### config.mk
export PLATFORM = sky130hd
export DESIGN_NAME = dmem_arbiter
export DESIGN_NICKNAME = d
export VERILOG_FILES = /design/src/rtl/dmem_arbiter_pkg.sv /design/src/rtl/dmem_arbiter_sat_counter.sv /design/src/rtl/dmem_arbiter.sv
export SDC_FILE = /design/constraint.sdc
export NUM_CORES = 1
export LEC_CHECK = 0
export CORE_AREA = 2 2 117 119
export CTS_CLUSTER_DIAMETER = 200
export DETAILED_ROUTE_END_ITERATION = 12
export DIE_AREA = 0 0 119 121
export GPL_TIMING_DRIVEN = 0
export MAX_ROUTING_LAYER = met4
export SYNTH_ARGS = -nofsm -noshare
export SYNTH_HDL_FRONTEND = slang
export SYNTH_SLANG_ARGS = --single-unit
### constraint.sdc
create_clock -name clock -period 2 [get_ports clock]
set_input_delay 0.3 -clock clock [delete_from_list [all_inputs] [get_ports clock]]
set_output_delay 0.3 -clock clock [all_outputs]
set_load 0.05 [all_outputs]
### src/rtl/dmem_arbiter_pkg.sv
// Shared constants for the data-memory arbiter: FSM encoding and counter width.
package dmem_arb_pkg;

    // Arbiter FSM encoding
    localparam logic [0:0] ST_IDLE  = 1'b0;
    localparam logic [0:0] ST_RDATA = 1'b1;

    // Width of the starvation counter
    localparam int CNT_W = 8;

endpackage

### src/rtl/dmem_arbiter_sat_counter.sv
// Saturating up-counter with synchronous clear and asynchronous reset.
module sat_counter
    import dmem_arb_pkg::*;
#(
    parameter int W = CNT_W
) (
    input  logic         clock,
    input  logic         reset,
    input  logic         inc_i,
    input  logic         clr_i,
    output logic [W-1:0] count_o
);

    logic [W-1:0] count_q, count_d;

    // Clear wins over increment; increment stops at all-ones
    always_comb begin
        count_d = count_q;
        if (clr_i)
            count_d = '0;
        else if (inc_i && (count_q != {W{1'b1}}))
            count_d = count_q + 1'b1;
    end

    // Counter register
    always_ff @(posedge clock or posedge reset) begin
        if (reset)
            count_q <= '0;
        else
            count_q <= count_d;
    end

    assign count_o = count_q;

endmodule

### src/rtl/dmem_arbiter.sv
// Shares the single-port dmem between the CPU MEM stage (always wins, zero
// latency) and one peripheral using a req/ack handshake with registered read
// return. Tracks how long the peripheral has been kept waiting.
module dmem_arbiter
    import dmem_arb_pkg::*;
#(
    parameter int ADDR_W     = 32,
    parameter int DATA_W     = 32,
    parameter int STARVE_MAX = 64
) (
    input  logic              clock,
    input  logic              reset,
    input  logic [ADDR_W-1:0] cpu_addr,
    input  logic [DATA_W-1:0] cpu_data,
    input  logic              cpu_wren,
    input  logic              cpu_active,
    output logic [DATA_W-1:0] cpu_q,
    input  logic              per_req,
    input  logic              per_we,
    input  logic [ADDR_W-1:0] per_addr,
    input  logic [DATA_W-1:0] per_wdata,
    output logic              per_ack,
    output logic [DATA_W-1:0] per_rdata,
    output logic              per_rvalid,
    output logic [ADDR_W-1:0] mem_addr,
    output logic [DATA_W-1:0] mem_data,
    output logic              mem_wren,
    input  logic [DATA_W-1:0] mem_q,
    output logic [CNT_W-1:0]  starve_count,
    output logic              starve_flag
);

    localparam logic [CNT_W-1:0] STARVE_TH = CNT_W'(STARVE_MAX);

    logic [0:0]        state_q, state_d;
    logic [DATA_W-1:0] rdata_q;
    logic              rvalid_q;
    logic              issue;

    // The peripheral only gets a cycle the CPU leaves free, and never while a
    // read return is still in flight. Held off during reset so nothing is acked.
    assign issue = ~reset & (state_q == ST_IDLE) & per_req & ~cpu_active;

    // Memory port mux; an idle CPU never writes, whatever cpu_wren says
    always_comb begin
        mem_addr = cpu_addr;
        mem_data = cpu_data;
        mem_wren = 1'b0;
        if (cpu_active) begin
            mem_wren = cpu_wren;
        end else if (issue) begin
            mem_addr = per_addr;
            mem_data = per_wdata;
            mem_wren = per_we;
        end
    end

    // Reads park in RDATA for one cycle while dmem produces the data;
    // writes complete at the issuing edge so the FSM stays in IDLE
    always_comb begin
        state_d = state_q;
        case (state_q)
            ST_IDLE:  if (issue && !per_we) state_d = ST_RDATA;
            default:  state_d = ST_IDLE;
        endcase
    end

    // FSM and read-return registers; mem_q in RDATA already holds the
    // peripheral's data, regardless of what the CPU drives this cycle
    always_ff @(posedge clock or posedge reset) begin
        if (reset) begin
            state_q  <= ST_IDLE;
            rdata_q  <= '0;
            rvalid_q <= 1'b0;
        end else begin
            state_q  <= state_d;
            rvalid_q <= (state_q == ST_RDATA);
            if (state_q == ST_RDATA)
                rdata_q <= mem_q;
        end
    end

    sat_counter #(.W(CNT_W)) u_starve (
        .clock   (clock),
        .reset   (reset),
        .inc_i   (per_req & ~issue),
        .clr_i   (~per_req | issue),
        .count_o (starve_count)
    );

    assign per_ack     = issue;
    assign per_rdata   = rdata_q;
    assign per_rvalid  = rvalid_q;
    assign cpu_q       = mem_q;
    assign starve_flag = (starve_count >= STARVE_TH);

endmodule

== Word-level counts from Yosys, hierarchy flattened ==
Cells that the tools add are included.

* Register bits after elaboration: 42
* Input bits: 166
* Output and inout bits: 140
* Logic and storage cells: 31

* Add/subtract/negate cells: 1
* Magnitude comparators: 1
* Eq/ne operators: 1
* Mux-type cells: 10
* Bitwise gates (word level): 10
* Reduce and logical (&&, ||, !) cells: 4

{| class="wikitable"
|+ Operators by type and width
! operator !! number
|-
| $mux 32 || 4
|-
| $mux 8 || 2
|-
| $add 8x1->8 const B || 1
|-
| $ge 8x7->1 const B || 1
|-
| $ne 8x8->1 const B || 1
|-
| $not 1->1 || 5
|-
| $and 1x1->1 || 4
|-
| $mux 1 || 4
|-
| $logic_and 1x1->1 || 2
|-
| $reduce_bool 2->1 || 1
|-
| $logic_not 1->1 || 1
|-
| $or 1x1->1 || 1
|}

== Logic depth before layout (Yosys ltp) ==
Gate-level depths: netlist of run 1.

* Depth in word-level cells: 9
* Depth in mapped cells: 5
* Mapped depth without buffers: 5

== Cells and area by module ==
From an unflattened synthesis of run 1, not the netlist that was laid out.

* Cell total of the unflattened synthesis: 230
* Area, all modules: 2827.7 µm²

{| class="wikitable"
|+ Modules (own cells, without submodules)
! module !! times used !! cells an instance !! area each (µm²) !! seq. area each (µm²)
|-
| dmem_arbiter || 1 || 181 || 2323.5 || 850.8
|-
| sat_counter || 1 || 49 || 504.2 || 200.2
|}

== Least setup slack after synthesis of run 1 ==
No wires, ideal clock.

* Path type: flip-flop to output port
* Start: register state_q
* End: output mem_data[24]
* Arrival: 1.786 ns
* Data required time: 1.700 ns
* Setup slack: -0.086 ns
* Cell stages (with the launch flop): 6
* Path buffers: 3
* Cell sequence: dfrtp_1 -> buf_2 -> nor4b_4 -> buf_4 -> buf_6 -> mux2_1

* Word-level cells in the longest chain between the ends: 6

{| class="wikitable"
|+ RTL lines
! element !! RTL line !! RTL
|-
| from (decl) || dmem_arbiter.sv:35 || <nowiki>logic [0:0] state_q, state_d;</nowiki>
|-
| from (signal assigned) || dmem_arbiter.sv:76 || <nowiki>state_q <= state_d;</nowiki>
|-
| $not 1->1 || n/a ||
|-
| $and 1x1->1 (3 in a row) || dmem_arbiter.sv:42 || <nowiki>assign issue = ~reset & (state_q == ST_IDLE) & per_req & ~cpu_active;</nowiki>
|-
| named net per_ack || dmem_arbiter.sv:22 || <nowiki>output logic per_ack,</nowiki>
|-
| $mux 32 || dmem_arbiter.sv:51 || <nowiki>end else if (issue) begin</nowiki>
|-
| $mux 32 || dmem_arbiter.sv:49 || <nowiki>if (cpu_active) begin</nowiki>
|-
| to (decl) || dmem_arbiter.sv:26 || <nowiki>output logic [DATA_W-1:0] mem_data,</nowiki>
|}

The timed path passes the listed nets, and every way through them passes these cells.

== Worst setup path in the final report of run 1 ==
* Start: register state_q
* End: output mem_data[16]

* Word-level cells in the longest chain between the ends: 6

{| class="wikitable"
|+ RTL lines
! element !! RTL line
|-
| $not 1->1 || n/a
|-
| $and 1x1->1 (3 in a row) || dmem_arbiter.sv:42
|-
| $mux 32 || dmem_arbiter.sv:51
|-
| $mux 32 || dmem_arbiter.sv:49
|}

Every way passes these cells.

==> results of run 1 <==
## kinds of logic (layout without fill, tap and decap cells)
family / count (synthesis) / in the layout
AO/OA/AOI/OAI: 11 / 11
XOR/XNOR: 1 / 1
adder cells (fa/ha/maj): 1 / 1
buffers and inverters: 46 / 372
flip-flops: 42 / 42
multiplexers: 98 / 98
other: 0 / 2
AND/OR/NAND/NOR: 21 / 21
## area by class of cell
| class | instances | area (sq um) |
|---|---|---|
| tap | 176 | 220 |
| antenna | 2 | 5.00 |
| buffer | 42 | 353 |
| clock inverter | 3 | 68.8 |
| inverter | 3 | 11.3 |
| timing repair buffer | 319 | 3540 |
| sequential | 42 | 1050 |
| multi-input combinational | 132 | 1490 |
| fill | 1162 | 6220 |
| clock buffer | 5 | 125 |
## per-stage QoR
stage	utilization, %	area, sq um	cells	hold WS (ns)
2_1_floorplan	-	2700	220	0.349
3_3_place_gp	45.6	5970	701	0.357
3_5_place_dp	45.8	5990	702	0.361
4_1_cts	48.1	6300	715	0.263
5_1_grt	52.5	6860	724	0.297
6_report	52.5	6860	724	0.241
## repair_timing
action	4_1_cts	5_1_grt
hold buffers	0	0
cloned	2	2
pin swaps	1	2
resized for setup	454	153
setup endpoints to repair	73	81
setup buffers	3	6
## cell usage in the layout, fill, tap and decap left out, types with 2 or more instances in the layout
cell type        count
a211oi_1             3
buf_4               36
a21oi_1              2
buf_6               27
mux2_4              44
mux2_2              52
buf_8               50
nor2b_1              2
a31oi_1              2
dfrtp_1             41
nand4_1              2
dlymetal6s2s_1      15
dlygate4sd2_1       10
buf_1                2
clkdlybuf4s50_1    214
mux2i_1              2
nor2_1               8
buf_12               3
inv_1                2
bufinv_16            2
diode_2              2
nand2_1              4
clkbuf_16            7
## metal layers
metal,vias up,global-route usage (%),share of wire [%]
met2,175,29.5,52
met5,-,-,0
met4,0,5.36,2.4
met1,1430,16.6,34
met3,21,7.14,11
li1,1409,-,-
## sequential cells by signal, indices dropped and copies added (netlist names)
| name | flops |
|---|---|
| per_rdata | 32 |
| state_q | 1 |
| u_starve.count_o | 8 |
| per_rvalid | 1 |
## worst max-delay path by stage
stage | start | depth (start not counted) | slack [ns] | to
after floorplan | state_q | 5 | -0.02 | mem_data[24]
after global placement | reset | 6 | -1.03 | mem_data[25]
after detailed placement | reset | 6 | -1.10 | mem_data[25]
after CTS | state_q | 6 | -0.38 | mem_addr[14]
after global routing | state_q | 6 | -0.38 | mem_data[20]
final | state_q | 6 | -0.31 | mem_data[16]
## report_power, final
part,leakage [nW],switching [mW],internal [mW]
logic,2.45,1.39,1.13
registers,0.521,0.0744,1.00
clock network,0.0940,0.329,0.717
## worst register-to-register path: stages (launching register included)
cell and delay (ns):
dfrtp_2 0.44, buf_4 0.18, o31ai_2 0.61, nor2_1 0.09
a31o_2 0.26
==> impl_metrics.env, run 1 <==
export IMPL_status="complete, but fails checks"
export IMPL_violations="setup timing"
export IMPL_worstPathMaxFanout=6
export IMPL_total_power_mw=4.63
export IMPL_clock_sinks=42
export IMPL_p_leak_nw=3.06
export IMPL_ys_types=28
export IMPL_grt_total_usage_pct=16.7
export IMPL_grt_pass1_vias=3172
export IMPL_grt_overflow=0
export IMPL_port_buffers=305
export IMPL_routed_wl_um=12800
export IMPL_setup_viol=65
export IMPL_path_buf_inv=4
export IMPL_cts_inserted_buffers=5
export IMPL_root_buffer="clkbuf_16"
export IMPL_worst_pin_slew_ns=0.668
export IMPL_maxSlewViolCount=0
export IMPL_synthSimpleGateAreaFrac_pct=4.40
export IMPL_drive_above_1_share_pct=41.9
export IMPL_antenna_left=0
export IMPL_cp_required_ns=1.70
export IMPL_wire_per_inst_um=17.6
export IMPL_htree_levels=2
export IMPL_viasPerCell=4.19
export IMPL_pwr_density_cell_nw_per_um2=675
export IMPL_vias=3035
export IMPL_worstRegToRegCells=4
export IMPL_crit_arrival_ns=2.01
export IMPL_row_count=42
export IMPL_min_path_type="in -> async"
export IMPL_r2r_start="state_q"
export IMPL_synth_compound_area_share_pct=3.10
export IMPL_ioPinCount=306
export IMPL_syn_num_nets=387
export IMPL_clk_pin_slew_ns=0.06
export IMPL_max_slew_margin_rel_pct=55.2
export IMPL_synth_common_cells="69 x mux2_2, 42 x dfrtp_1, 33 x buf_4"
export IMPL_synth_top_family_by_area="multiplexers"
export IMPL_rrSetupSlack_ns=0.31
export IMPL_period_needed_ns=2.31
export IMPL_synth_seq_area_share_pct=38.9
export IMPL_core_sq_um=13100
export IMPL_clock_latency_ns=0.28
export IMPL_cts_tree="done"
export IMPL_start_kind="flip-flop"
export IMPL_synthAdderAreaFrac_pct=0.463
export IMPL_nets=712
export IMPL_die_w_um=119
export IMPL_grt_antenna_before_repair=2
export IMPL_synth_seq_cells=42
export IMPL_drv_cap=0
export IMPL_syn_to_final_growth_pct=154
export IMPL_peakVddDrop_mv=0.286
export IMPL_syn_inst=220
export IMPL_path_delay_family="buffers and inverters"
export IMPL_crit_path_end_kind="output pin"
export IMPL_dieHeight_um=121
export IMPL_drt_initial_drc_count=73
export IMPL_syn_area_per_cell_sq_um=12.3
export IMPL_synth_xor_area_share_pct=0.324
export IMPL_slowest_delay_ns=0.44
export IMPL_die_area_sq_um=14400
export IMPL_clock_skew_ns=0.00485
export IMPL_synth_edf_count=0
export IMPL_place_congestion=0.833
export IMPL_final_hold_violation_count=0
export IMPL_max_clock_path_buffers=2
export IMPL_cpMaxStageDelayCell="dfrtp_2"
export IMPL_rsz0062_at_grt="yes"
export IMPL_yosys_warnings=0
export IMPL_drc=0
export IMPL_place_worst_setup_slack_ns=-1.10
export IMPL_ys_flop_type="dfrtp_1"
export IMPL_drt_pass1_iterations=4
export IMPL_start_util_pct=20.6
export IMPL_crit_type="reg -> out"
export IMPL_grt_start_max_net_pins=25
export IMPL_yosys_top_cells_area="dfrtp_1 39%, mux2_2 29%, mux2_1 11%"
export IMPL_yosysTopAreaCell="dfrtp_1"
export IMPL_yosysMostFrequentCell="mux2_2"
export IMPL_fin_ws_ns=-0.314
export IMPL_r2r_end="u_starve.count_o[5]"
export IMPL_synth_mux_area_share_pct=40.8
export IMPL_yosysTopAreaCellShare_pct=38.9
export IMPL_syn_area_sq_um=2700
export IMPL_grt_first_pass_wirelength_um=17800
export IMPL_path_cells="nor4b_4, buf_6, buf_12, clkbuf_16, mux2_4, buf_8"
export IMPL_setup_tns_ns=-15.95
export IMPL_fmax_mhz=432
export IMPL_async_flop_share_pct=100
export IMPL_dp_hpwl_um=10300
export IMPL_post_route_period_util_pct=116
Power figures use the tool's default switching activity.
==> inputs of run 2 (changes only) <==
Settings changed: CTS_BUF_LIST set to sky130_fd_sc_hd__clkbuf_4 sky130_fd_sc_hd__clkbuf_8 sky130_fd_sc_hd__clkbuf_16.
==> results of run 2 <==
The final DEF is identical to that of run 1; final timing and power are the same.
